[config.mk]
export PLATFORM = sky130hd
export DESIGN_NAME = bw_mul_acc
export DESIGN_NICKNAME = d
export VERILOG_FILES = /design/src/rtl/bw_acc_pkg.sv /design/src/rtl/bw_acc_add.sv /design/src/rtl/bw_mul_acc.sv
export SDC_FILE = /design/constraint.sdc
export NUM_CORES = 1
export LEC_CHECK = 0
export ABC_AREA = 1
export CORE_MARGIN = 4
export CORE_UTILIZATION = 45
export CTS_CLUSTER_SIZE = 28
export DETAILED_ROUTE_END_ITERATION = 10
export PLACE_DENSITY = 0.76
export SETUP_SLACK_MARGIN = 0.3
export SLEW_MARGIN = 25
export SYNTH_ARGS = -nofsm -noshare
export SYNTH_HDL_FRONTEND = slang
export SYNTH_SLANG_ARGS = --single-unit
[constraint.sdc]
create_clock -name wb_clk_i -period 2.53 [get_ports wb_clk_i]
set_input_delay 0.3795 -clock wb_clk_i [delete_from_list [all_inputs] [get_ports wb_clk_i]]
set_output_delay 0.3795 -clock wb_clk_i [all_outputs]
set_load 0.005 [all_outputs]
[src/rtl/bw_acc_pkg.sv]
// rtl/bw_acc_pkg.sv - shared types and helpers for the bw_mul_acc frame accumulator
//
// Contents:
//   state_e       : frame FSM states (IDLE, ACC, HOLD)
//   sat_max_f     : bit pattern of the most positive value of an aw-bit signed number
//   sat_min_f     : bit pattern of the most negative value of an aw-bit signed number
//   ovf_detect    : signed-addition overflow from operand and sum sign bits
package bw_acc_pkg;

    typedef enum logic [1:0] {
        ST_IDLE = 2'd0,
        ST_ACC  = 2'd1,
        ST_HOLD = 2'd2
    } state_e;

    // Returned 64 bits wide; callers truncate to their accumulator width.
    function automatic logic [63:0] sat_max_f(input int aw);
        return (64'd1 << (aw - 1)) - 64'd1;
    endfunction

    function automatic logic [63:0] sat_min_f(input int aw);
        return 64'd1 << (aw - 1);
    endfunction

    // Overflow only when both operands share a sign and the sum's sign differs.
    function automatic logic ovf_detect(input logic sign_a, input logic sign_b, input logic sign_s);
        return (sign_a == sign_b) && (sign_s != sign_a);
    endfunction

endpackage

[src/rtl/bw_acc_add.sv]
// rtl/bw_acc_add.sv - sign-extend-and-add stage with overflow detect and optional saturation
//
// Ports:
//   acc_i  : AW-bit signed running sum
//   prod_i : PW-bit signed product, sign-extended to AW before the add
//   sum_o  : AW-bit result (wrapped, or saturated when BW_ACC_SAT_EN is defined)
//   ovf_o  : this addition overflowed AW bits
//
// Macro BW_ACC_SAT_EN: when defined, an overflowing sum is clamped to the
// extreme value in the direction of the operands; otherwise it wraps.
module bw_acc_add
    import bw_acc_pkg::*;
#(
    parameter int PW = 8,
    parameter int AW = 20
) (
    input  logic [AW-1:0] acc_i,
    input  logic [PW-1:0] prod_i,
    output logic [AW-1:0] sum_o,
    output logic          ovf_o
);

    logic [AW-1:0] prod_sext;
    logic [AW-1:0] raw_sum;

    assign prod_sext = {{(AW - PW){prod_i[PW-1]}}, prod_i};
    assign raw_sum   = acc_i + prod_sext;
    assign ovf_o     = ovf_detect(acc_i[AW-1], prod_sext[AW-1], raw_sum[AW-1]);

`ifdef BW_ACC_SAT_EN
    localparam logic [AW-1:0] SAT_MAX = AW'(sat_max_f(AW));
    localparam logic [AW-1:0] SAT_MIN = AW'(sat_min_f(AW));

    // On overflow both operands share a sign; acc_i's sign picks the rail.
    assign sum_o = ovf_o ? (acc_i[AW-1] ? SAT_MIN : SAT_MAX) : raw_sum;
`else
    assign sum_o = raw_sum;
`endif

endmodule

[src/rtl/bw_mul_acc.sv]
// rtl/bw_mul_acc.sv - frame accumulator for the Baugh-Wooley multiplier product stream
//
// Ports:
//   wb_clk_i      : clock, rising edge
//   wb_rst_n_i    : asynchronous active-low reset
//   prod_i        : PW-bit signed product
//   prod_valid_i  : product valid
//   prod_ready_o  : product accepted this cycle (decoded from state only)
//   len_i         : products per frame, sampled on the first product; 0 means 1
//   clear_i       : synchronous abort/clear, highest priority
//   acc_o         : AW-bit signed frame result
//   acc_valid_o   : frame result available
//   acc_ready_i   : consumer takes the result
//   ovf_o         : sticky overflow for the current frame
//
// Macro BW_ACC_SAT_EN: selects saturating instead of wrapping accumulation.
module bw_mul_acc
    import bw_acc_pkg::*;
#(
    parameter int PW    = 8,
    parameter int AW    = 20,
    parameter int LEN_W = 8
) (
    input  logic             wb_clk_i,
    input  logic             wb_rst_n_i,
    input  logic [PW-1:0]    prod_i,
    input  logic             prod_valid_i,
    output logic             prod_ready_o,
    input  logic [LEN_W-1:0] len_i,
    input  logic             clear_i,
    output logic [AW-1:0]    acc_o,
    output logic             acc_valid_o,
    input  logic             acc_ready_i,
    output logic             ovf_o
);

    state_e           state_q;
    logic [AW-1:0]    acc_q;
    logic [LEN_W-1:0] cnt_q;
    logic [LEN_W-1:0] len_q;
    logic             ovf_q;
    logic             valid_q;

    logic [AW-1:0]    prod_sext;
    logic [AW-1:0]    add_sum_d;
    logic             add_ovf_d;
    logic [LEN_W-1:0] cnt_d;
    logic [LEN_W-1:0] len_d;
    logic             prod_xfer;

    assign prod_ready_o = (state_q != ST_HOLD);
    assign prod_xfer    = prod_valid_i && prod_ready_o;
    assign prod_sext    = {{(AW - PW){prod_i[PW-1]}}, prod_i};
    assign cnt_d        = cnt_q + LEN_W'(1);
    assign len_d        = (len_i == '0) ? LEN_W'(1) : len_i;

    bw_acc_add #(
        .PW (PW),
        .AW (AW)
    ) u_add (
        .acc_i  (acc_q),
        .prod_i (prod_i),
        .sum_o  (add_sum_d),
        .ovf_o  (add_ovf_d)
    );

    always_ff @(posedge wb_clk_i or negedge wb_rst_n_i) begin
        if (!wb_rst_n_i) begin
            state_q <= ST_IDLE;
            acc_q   <= '0;
            cnt_q   <= '0;
            len_q   <= '0;
            ovf_q   <= 1'b0;
            valid_q <= 1'b0;
        end else if (clear_i) begin
            // Abort wins over any handshake; a coincident product is dropped.
            state_q <= ST_IDLE;
            acc_q   <= '0;
            cnt_q   <= '0;
            ovf_q   <= 1'b0;
            valid_q <= 1'b0;
        end else begin
            case (state_q)
                ST_IDLE: begin
                    if (prod_xfer) begin
                        acc_q <= prod_sext;
                        cnt_q <= LEN_W'(1);
                        len_q <= len_d;
                        ovf_q <= 1'b0;
                        if (len_d == LEN_W'(1)) begin
                            state_q <= ST_HOLD;
                            valid_q <= 1'b1;
                        end else begin
                            state_q <= ST_ACC;
                        end
                    end
                end
                ST_ACC: begin
                    if (prod_xfer) begin
                        acc_q <= add_sum_d;
                        cnt_q <= cnt_d;
                        ovf_q <= ovf_q | add_ovf_d;
                        if (cnt_d == len_q) begin
                            state_q <= ST_HOLD;
                            valid_q <= 1'b1;
                        end
                    end
                end
                ST_HOLD: begin
                    // acc_q is left alone so the last result stays visible.
                    if (acc_ready_i) begin
                        state_q <= ST_IDLE;
                        valid_q <= 1'b0;
                    end
                end
                default: begin
                    state_q <= ST_IDLE;
                    valid_q <= 1'b0;
                end
            endcase
        end
    end

    assign acc_o       = acc_q;
    assign acc_valid_o = valid_q;
    assign ovf_o       = ovf_q;

endmodule

==> results by group <==
Status
  – Status: complete, no violations

Setup path
  – Critical path endpoint category: register
  – Crit path launch type: input pin
  – FF-to-FF path depth: 14
  – CP Max Fanout: 4
  – Crit path DAT: 2.29 ns
  – Worst R2R End: acc_o[18]$_DFFE_PN0P_
  – Flop-to-flop setup slack: 0.54 ns
  – WP data required: 2.72 ns
  – R2r startpoint: acc_o[0]$_DFFE_PN0P_
  – Crit path kind: in2reg

Floorplanning
  – Top-Level Pins: between 40 and 50
  – Starting Density: 46.2%
  – DIE AREA: 8340 um^2
  – Core area: 6760 um^2
  – Die width: 91.3 um
  – Die H: 91.3 um
  – Row cnt: 30

Route
  – Routed WL: 8.19 mm
  – Vias per cell: 5.25
  – WL/cell: 13.5 um
  – Antenna-violating nets left: 0
  – DRT Pass-1 Iters: 4
  – 1st-iter DRT viols: 226
  – Via count: approximately 3.2k
  – DRC Markers: 0

Clock network
  – CTS buffer count: 5
  – Hold buffer count at CTS: 0
  – Later-pin clock latency in the skew report: roughly 0.30 ns
  – Max H-tree Level: 2
  – CTS tree: built
  – Clock buffer depth: 2
  – Reg clk slew, reported paths: about 0.09 ns
  – CTS root buffer: clkbuf_8
  – Clock sinks: 40

Timing
  – Final setup skew: 0.00708 ns
  – Fin crit share: 82.8%
  – Final setup fails: 0
  – RSZ-0062 raised after global routing: true
  – Least-Margin Pin Slew: between 0.5 and 0.6 ns
  – Max Fclk: 477 MHz
  – Final-report hold violation count: 0
  – Worst slew margin: around 65%
  – Slew Limit Fails: 0
  – Fin crit period: 2.09 ns
  – Total negative setup slack: 0 ns

Logic synthesis
  – Synthesized area per cell: about 6.7 um^2
  – Synth area leaders: dfrtp_1, nand2_1, ha_1, o21ai_0, inv_1
  – Yosys top cell area share: 32.0%
  – Register area share after synthesis: 32.0%
  – Area of the mapped netlist: 3120 um^2
  – Commonest cells in the netlist: nand2_1, inv_1, dfrtp_1
  – Most frequent cell after synthesis: nand2_1
  – Netlist cell types: 31
  – Top_reg_cell synth: dfrtp_1
  – Synthesized instance count: 465
  – Leading area contributor after synthesis: dfrtp_1
  – Synth Warn #: 0
  – Post-Syn Nets: 507
  – Async SR Flop Fraction: 100%
  – Post-synthesis register bit count: 40
  – Post-synth EDFFs: 0

Cells and area
  – Area of the multi-input gates: between 2000 and 2500 um^2
  – Reg area: 1000 um^2
  – Area grow syn2layout: 28.4%
  – Layout cells sized above 1: 11.6%
  – Ant diodes: 0
  – Fillers: about 600
  – Final net count: 569

Flow run
  – MaxCap Viol Count: 0

Place
  – DP HPWL: 6.17 mm
  – Port Buffer Count: 43
  – Gpl congestion: 0.994

Global route
  – Vias in the first global route: 2989
  – Antenna violations before repair: 0
  – Overflow after GRT: 0
  – First-pass GRT wire length: 13.7 mm
  – Largest net degree at the start of global routing: 41
  – All-Layer GR Usage: between 10% and 20%

Power
  – Total Power: 0.00334 W
  – Worst VDD drop: a little under 500 uV
  – LEAKAGE: 2.00 nW
  – Pwr Density: 832 nW/um^2

Worst hold path
  – Hold WC Path Type: in2async
placed cells by master (no fill, tap or decap), types with 3 or more instances in the layout:
cell type / count
nand2_1: 151
inv_1: 50
clkdlybuf4s50_1: 41
dfrtp_1: 40
o21ai_0: 38
nor2_1: 37
nand3_1: 35
a21oi_1: 21
buf_4: 16
ha_1: 14
a21oi_2: 7
nand2_2: 7
nand4_1: 6
xor2_1: 6
nor2_4: 5
nor3_1: 5
nand3b_1: 5
ha_4: 5
clkbuf_8: 5
a21o_1: 3
o21a_1: 3
o22ai_1: 3
critical path, cell delays in order:
cell and delay, ns:
clkdlybuf4s50_1 0.44, ha_2 0.21, fa_2 0.36, nand3_1 0.08
nand2_1 0.11, nand2_1 0.08, nand2_1 0.11, nand2_1 0.10
nand2_2 0.08, nand2_2 0.07, nand2_1 0.05, nand2_1 0.06
nand3_1 0.06, nand2_1 0.07, nand2_1 0.04
layer usage:
metal	vias to the layer above	wire length, um	track usage (%)
met3	10	390	3.56
met1	1459	4000	28.3
met5	-	0	0
li1	1653	-	-
met4	0	108	4.02
met2	71	3690	31.5
sequential cells by signal (all words and copies together), names as in the netlist:
signal	flops
acc_o	20
acc_valid_o	1
cnt_q	8
len_q	8
ovf_o	1
state_q	2
metrics by stage:
step,std cells,hold slack (ns),util [%],worst slack (ns),instance area [um^2]
6_report,608,0.0458,59.4,0.435,4010
5_1_grt,608,0.0919,59.4,0.275,4010
4_1_cts,606,0.252,57.2,0.314,3860
3_5_place_dp,598,0.477,55.5,0.00755,3750
3_3_place_gp,598,0.472,55.5,0.0248,3750
2_1_floorplan,465,0.0839,-,0.674,3120
how the worst max path moves through the flow:
| stage | cells after the start | slack (ns) | to | from |
|---|---|---|---|---|
| finish | 15 | 0.44 | acc_o[18]$_DFFE_PN0P_ | prod_i[0] |
| detailed placement | 15 | 0.008 | acc_o[18]$_DFFE_PN0P_ | prod_i[0] |
| global placement | 11 | 0.02 | acc_o[12]$_DFFE_PN0P_ | prod_i[7] |
| floorplan | 14 | 0.67 | acc_o[18]$_DFFE_PN0P_ | acc_o[0]$_DFFE_PN0P_ |
| CTS | 15 | 0.31 | acc_o[18]$_DFFE_PN0P_ | prod_i[0] |
| global route | 15 | 0.28 | acc_o[18]$_DFFE_PN0P_ | prod_i[0] |
power breakdown:
part | switching (W) | leakage [nW] | internal, W
logic | 0.000995 | 1.42 | 0.000796
clock network | 0.000254 | 0.0548 | 0.000297
registers | 0.000178 | 0.528 | 0.000818
repair_timing:
action	4_1_cts	5_1_grt
buffers inserted	0	1
resized for setup	0	21
endpoints found under the setup margin	0	10
final cells by class:
| type | count | share of cell area [%] |
|---|---|---|
| Clock buffer | 5 | 1.72 |
| Inverter | 52 | 4.87 |
| Sequential cell | 40 | 25.0 |
| Clock inverter | 3 | 1.15 |
| Tap cell | 80 | 2.50 |
| Multi-Input combinational cell | 368 | 50.2 |
| Timing Repair Buffer | 60 | 14.7 |
cells by family after synthesis:
kind of cell | Yosys count | share of synthesized area [%]
flip-flops | 40 | 32.0
adder cells (fa/ha/maj) | 21 | 8.65
XOR/XNOR | 8 | 2.24
buffers and inverters | 57 | 7.13
AO/OA/AOI/OAI | 82 | 14.3
AND/OR/NAND/NOR | 257 | 35.6
Note: power is estimated with default switching activity, not from simulation.
